===== src/rtl/jk_counter_reg.sv =====
// WIDTH-bit JK register with up/down counting, clamped parallel load, modulo wrap and OVF/UNF pulses.
// Define JK_COUNTER_SAT_EN to make the counting modes saturate instead of wrap.
module jk_counter_reg #(
  parameter int               WIDTH     = 8,
  parameter logic [WIDTH-1:0] MAX_COUNT = {WIDTH{1'b1}}
) (
  input  logic             CLK,
  input  logic             CLR_N,
  input  logic             SCLR,
  input  logic             EN,
  input  logic [1:0]       MODE,
  input  logic [WIDTH-1:0] J,
  input  logic [WIDTH-1:0] K,
  input  logic [WIDTH-1:0] D,
  output logic [WIDTH-1:0] Q,
  output logic             TC,
  output logic             OVF,
  output logic             UNF
);

  localparam logic [1:0] MODE_JK   = 2'b00;
  localparam logic [1:0] MODE_UP   = 2'b01;
  localparam logic [1:0] MODE_DOWN = 2'b10;
  localparam logic [1:0] MODE_LOAD = 2'b11;
  localparam logic [WIDTH-1:0] ONE = WIDTH'(1);

  logic [WIDTH-1:0] q_reg, q_next, jk_next;
  logic             ovf_reg, ovf_next, unf_reg, unf_next;
  logic             at_top, at_zero;

  assign at_top  = (q_reg >= MAX_COUNT);
  assign at_zero = (q_reg == '0);

  genvar gi;
  generate
    for (gi = 0; gi < WIDTH; gi++) begin : g_jk
      always_comb begin
        case ({J[gi], K[gi]})
          2'b10:   jk_next[gi] = 1'b1;
          2'b01:   jk_next[gi] = 1'b0;
          2'b11:   jk_next[gi] = ~q_reg[gi];
          default: jk_next[gi] = q_reg[gi];
        endcase
      end
    end
  endgenerate

  always_comb begin
    q_next   = q_reg;
    ovf_next = 1'b0;
    unf_next = 1'b0;
    if (SCLR) begin
      q_next = '0;
    end else if (EN) begin
      case (MODE)
        MODE_JK: q_next = jk_next;
        MODE_UP: begin
          if (at_top) begin
`ifdef JK_COUNTER_SAT_EN
            q_next = MAX_COUNT;
`else
            q_next = '0;
`endif
            ovf_next = 1'b1;
          end else begin
            q_next = q_reg + ONE;
          end
        end
        MODE_DOWN: begin
          if (at_zero) begin
`ifdef JK_COUNTER_SAT_EN
            q_next = '0;
`else
            q_next = MAX_COUNT;
`endif
            unf_next = 1'b1;
          end else begin
            q_next = q_reg - ONE;
          end
        end
        default: q_next = (D > MAX_COUNT) ? MAX_COUNT : D;
      endcase
    end
  end

  // State changes on the falling edge; CLR_N clears without waiting for an edge.
  always_ff @(negedge CLK or negedge CLR_N) begin
    if (!CLR_N) begin
      q_reg   <= '0;
      ovf_reg <= 1'b0;
      unf_reg <= 1'b0;
    end else begin
      q_reg   <= q_next;
      ovf_reg <= ovf_next;
      unf_reg <= unf_next;
    end
  end

  always_comb begin
    case (MODE)
      MODE_UP:   TC = at_top;
      MODE_DOWN: TC = at_zero;
      MODE_LOAD: TC = 1'b0;
      default:   TC = 1'b0;
    endcase
  end

  assign Q   = q_reg;
  assign OVF = ovf_reg;
  assign UNF = unf_reg;

endmodule


===== config.mk =====
export PLATFORM = sky130hd
export DESIGN_NAME = jk_counter_reg
export DESIGN_NICKNAME = d
export VERILOG_FILES = /design/src/rtl/jk_counter_reg.sv
export SDC_FILE = /design/constraint.sdc
export NUM_CORES = 1
export LEC_CHECK = 0
export CORE_MARGIN = 4
export CORE_UTILIZATION = 52
export CTS_CLUSTER_SIZE = 12
export DETAILED_ROUTE_END_ITERATION = 10
export PLACE_DENSITY = 0.92
export SLEW_MARGIN = 0
export SYNTH_ARGS = -nofsm -noshare
export SYNTH_HDL_FRONTEND = slang
export SYNTH_SLANG_ARGS = --single-unit

===== constraint.sdc =====
create_clock -name CLK -period 5.5 [get_ports CLK]
set_clock_uncertainty 0.05 [all_clocks]
set_input_delay 1.65 -clock CLK [delete_from_list [all_inputs] [get_ports CLK]]
set_output_delay 1.65 -clock CLK [all_outputs]
set_load 0.01 [all_outputs]

==> results.md, run 1 <==
* Status: aborted with a tool error
* Failing step: global routing
* Error msg: [ERROR GRT-0116] Global routing finished with congestion. Check the congestion regions in the DRC Viewer.
* Post-synthesis mux area share at 0.0137
* Largest net degree at the start of global routing at 11
* Library cells used by synthesis at between 40 and 50
* Clk buf depth at 2
* Synth warn at 0
* Syn_nets at around 240
* Ports at between 40 and 50
* Post-Syn Area at between 1000 and 1500 sq um
* Synth Area in Simple Gates at 0.265
* Die Wd at about 60 um
* Synth Instances at 190
* Die H at roughly 61 um
* Largest family of logic cells by synthesized area: simple AND/OR/NAND/NOR gates
* Final global-route overflow total at 1
* Post-synthesis compound-gate area fraction at 0.258
* Starting density of the core at 0.566
* PortBufs at 40
* First-pass GRT wire length at between 10 and 15 mm
* Synth Area in XOR/XNOR at 0.0239
* Placer Congestion at between 1 and 1.5
* CTS Sinks at 10
* Vias in the first global route at 2693
* Root buf cell: clkbuf_4
* Gr usage total at 0.564
* Area after DPL at roughly 2300 sq um
* Row Count at 18
* Avg Cell Area, Syn at roughly 7.7 sq um
* Post-synthesis adder-cell area fraction at 0.162
* H-Tree Depth at 1
* Synthesized flop and latch total at 10
* TritonCTS Buffers at 3
* CTS Hold Bufs at 0
* Dpl hpwl at 4.51 mm
* Sequential share of the synthesized area at 0.171
==> kinds of logic after synthesis <==
logic type / count (synthesis)
fa+ha+maj: 19
mux: 2
simple gates: 75
flops: 10
compound gates: 45
xor+xnor: 4
buf+inv: 35
==> layer usage <==
metal	GRT overflow	track usage
met1	0	0.548
met5	0	0.0571
met3	0	0.419
met4	1	0.554
met2	0	0.745
==> per-stage QoR <==
stage / cells / setup WS (ns)
floorplan: 190 / -0.344
detailed placement: 299 / -0.785
global placement: 299 / -0.645
CTS: 311 / -0.582
==> cells in the mapped netlist (all sizes together) <==
master	count	area share
or2	1	0.0043
a2111oi	1	0.0060
o2111ai	4	0.024
or4	1	0.0077
a21bo	1	0.0068
nor2	12	0.031
xnor2	4	0.024
a21boi	2	0.010
nor3b	5	0.026
a211oi	1	0.0051
inv	21	0.054
buf	8	0.038
mux2i	2	0.014
a32oi	1	0.0060
and2	1	0.0043
nand4	3	0.013
dfrtn	10	0.17
nand2b	2	0.0085
nand2	27	0.069
a31oi	3	0.013
a221oi	3	0.022
nand3b	3	0.015
a21oi	5	0.017
nor4	1	0.015
a22oi	1	0.0051
o311ai	1	0.011
nor2b	6	0.026
ha	19	0.16
o41ai	2	0.017
nor3	3	0.010
clkbuf	6	0.015
a21o	1	0.0051
a41oi	2	0.017
a32o	4	0.027
o211ai	2	0.020
a221o	1	0.0068
o21a	1	0.0051
and4	1	0.0060
o221ai	1	0.0060
o21ai	8	0.027
nand3	9	0.031
==> repair_timing <==
item / in CTS
buffers inserted: 11
setup endpoints to repair: 19
pin swaps: 20
gates resized for setup: 101
==> run 2: changes to the inputs <==
--- a/config.mk
+++ b/config.mk
@@ -6,10 +6,9 @@
 export NUM_CORES = 1
 export LEC_CHECK = 0
 export CORE_MARGIN = 4
-export CORE_UTILIZATION = 52
-export CTS_CLUSTER_SIZE = 12
+export CORE_UTILIZATION = 40
 export DETAILED_ROUTE_END_ITERATION = 10
-export PLACE_DENSITY = 0.92
+export PLACE_DENSITY_LB_ADDON = 0.15
 export SLEW_MARGIN = 0
 export SYNTH_ARGS = -nofsm -noshare
 export SYNTH_HDL_FRONTEND = slang
==> run 2 against run 1 <==
Net effect:
- the flow now finishes, with violations (setup timing)
- area after synthesis unchanged
- synthesized cell count unchanged
==> results.md, run 2 <==
* Status: finished, violations left
* Failing checks: setup timing
* Top_reg_cell synth: dfrtn_1
* Post-layout worst setup margin at -0.540 ns
* Finished Layout Cells at between 300 and 400
* Synth top area share at 0.171
* P_leak at 0.00122 uW
* Hold Fails Final Rpt at 0
* Final global-route overflow total at 0
* Number of synthesized flops with an enable pin at 0
* Routed Antenna Nets at 0
* Fillers at approximately 220
* Place WS at -0.835 ns
* WL/cell at 17.3 um
* Most frequent cells in the layout: 51 x buf_4, 24 x nand2_1, 18 x inv_1
* Vias per Instance at 5.79
* Clk_lat worst skew at around 0.25 ns
* Slowest cell on the critical path: dfrtn_1
* DRT iter0 DRCs at roughly 170
* Top Family by Delay on Critical Path: simple AND/OR/NAND/NOR gates
* Most common cell in the netlist: nand2_1
* Avg Cell Area, Syn at between 7 and 8 sq um
* Hold crit path type: flip-flop to flip-flop
* Final instance area at 2620 sq um
* Clk buf depth at 2
* Critical path's largest stage delay at between 0.4 and 0.5 ns
* Async S/R FF share, synth at 1.00
* Via count at ~1900
* Final nets at around 330
* Ports at between 40 and 50
* Gr usage total at 0.251
* WL final at 5.66 mm
* Slew Limit Fails at 0
* Synth Instances at 190
* Final core occ at 0.760
* Final setup viols at 5
* Normalized max-slew margin at 0.691
* Clock transition at path regs at 0.03 ns
* Area after DPL at 2330 sq um
* Synth warn at 0
* Number of placed instances, taps included at 314
* Root buf cell: clkbuf_8
* Die H at between 60 and 70 um
* CP Data Required Time at roughly 3.8 ns
* Crit. End Element: output port
* Slew @ Worst Pin at 0.462 ns
* TritonCTS Buffers at 3
* Placer Congestion at around 0.9
* Flip-flop and latch area at roughly 250 sq um
* Die Area at roughly 4700 sq um
* Syn_nets at about 240
* Crit path from: Q[2]
* First-pass GRT wire length at between 8 and 9 mm
* H-Tree Depth at 1
* PortBufs at 40
* Worst Path Max Fanout at 3
* Commonest non-fill, non-tap cell in the layout: buf_4
* Max reg flops at 8
* Library cells used by synthesis at 48
* Layout cells sized above 1 at 0.436
* WS Path Type: flip-flop to output port
* Sequential share of the synthesized area at 0.171
* First-pass DRT Iterations at 5
* Synthesized flop and latch total at 10
* Synth top cells by count: 27 x nand2_1, 21 x inv_1, 19 x ha_1, 12 x nor2_1, 10 x dfrtn_1
* Initial antenna violation count at 0
* DR DRC count at 0
* Cell taking the most area after synthesis: dfrtn_1
* Die Wd at between 60 and 70 um
* Starting density of the core at 0.426
* Layout overhead on the synthesized area at 78.3%
* Worst r2r path cells at 7
* Post-Syn Area at about 1500 sq um
* Inserted Diodes at 0
* CTS Sinks at 10
* Row Count at 21
* Largest net degree at the start of global routing at 12
* Worst endpoint data arrival time at 4.34 ns
* Critical R2R Capture: Q[5]
* Crit-path cells: and4_4 -> nand3_2 -> or2_4 -> a21boi_2 -> buf_2
* CP Launch Type: flip-flop
* IR drop worst, VDD at 0.0000733 V
* RSZ-0062 raised after global routing: true
* Max Cap Viol at 0
* Crit path depth at 5
* Hold WS at around 0.63 ns
* Reg-to-reg slack, setup at about 3.3 ns
* Critical path buffers and inverters at 1
* Multi-input gate area at between 1000 and 1500 sq um
* Core area at 3440 sq um
* CTS tree: yes
* Vias in the first global route at 1920
* Dpl hpwl at 4.19 mm
* FF-to-FF Start: Q[2]
* Ranking of synthesized cells by area: dfrtn_1 17%, ha_1 16%, nand2_1 6.9%
* Crit path to: TC
* P per Cell Area at approximately 150 nW/um^2
==> run 2: cell counts after synthesis <==
No cell type changed its count.
==> run 2: worst register-to-register path: stages (launching register included) <==
cell and delay (ns):
dfrtn_1 0.38, buf_4 0.17, buf_4 0.17, or4_4 0.55
o21ai_0 0.36, nand2b_4 0.08, o21ai_2 0.13, a31oi_1 0.10
==> run 2: power by group <==
| group | switching, uW | internal (uW) |
|---|---|---|
| sequential | 5.23 | 80.4 |
| combinational | 112 | 121 |
| clock | 26.0 | 47.7 |
| total | 143 | 249 |
==> run 2: metrics by stage <==
stage | power [uW] | setup TNS (ns)
6_report | 392 | -0.890
5_1_grt | 412 | -1.20
4_1_cts | 370 | -0.663
3_5_place_dp | 285 | -7.83
3_3_place_gp | 278 | -7.28
2_1_floorplan | 188 | -0.406
==> run 2: final cells by class <==
class	instances	share of cell area
inverter	21	0.0359
timing repair buffer	101	0.336
sequential	10	0.0957
clock buffer	3	0.0158
multi-input combinational	145	0.495
tap	46	0.0220
==> run 2: cell families after synthesis <==
| family | after synthesis | synth area share |
|---|---|---|
| buf+inv | 35 | 0.107 |
| fa+ha+maj | 19 | 0.162 |
| xor+xnor | 4 | 0.0239 |
| compound gates | 45 | 0.258 |
| flops | 10 | 0.171 |
| simple gates | 75 | 0.265 |
| mux | 2 | 0.0137 |
==> run 2: metal layers <==
metal  global-route usage  wire length [um]
met3               0.0243               458
met5                    0                 0
met4               0.0968               289
met1                0.296              2110
met2                0.462              2790
==> run 2: worst min path at each step <==
stage	from	depth (start not counted)	slack (ns)	endpoint
2_1_floorplan	Q[4]	3	0.59	Q[4]
3_3_place_gp	Q[7]	3	0.59	OVF
3_5_place_dp	Q[7]	3	0.60	OVF
4_1_cts	Q[3]	2	0.60	Q[3]
5_1_grt	Q[3]	2	0.65	Q[3]
6_report	Q[7]	3	0.63	OVF
==> run 2: repair_timing <==
item,4_1_cts,5_1_grt
gates resized for setup,89,24
hold buffers,0,0
pin swaps,20,15
setup buffers,9,2
setup endpoints to repair,19,12
hold endpoints to repair,0,0
Power figures use the tool's default switching activity.
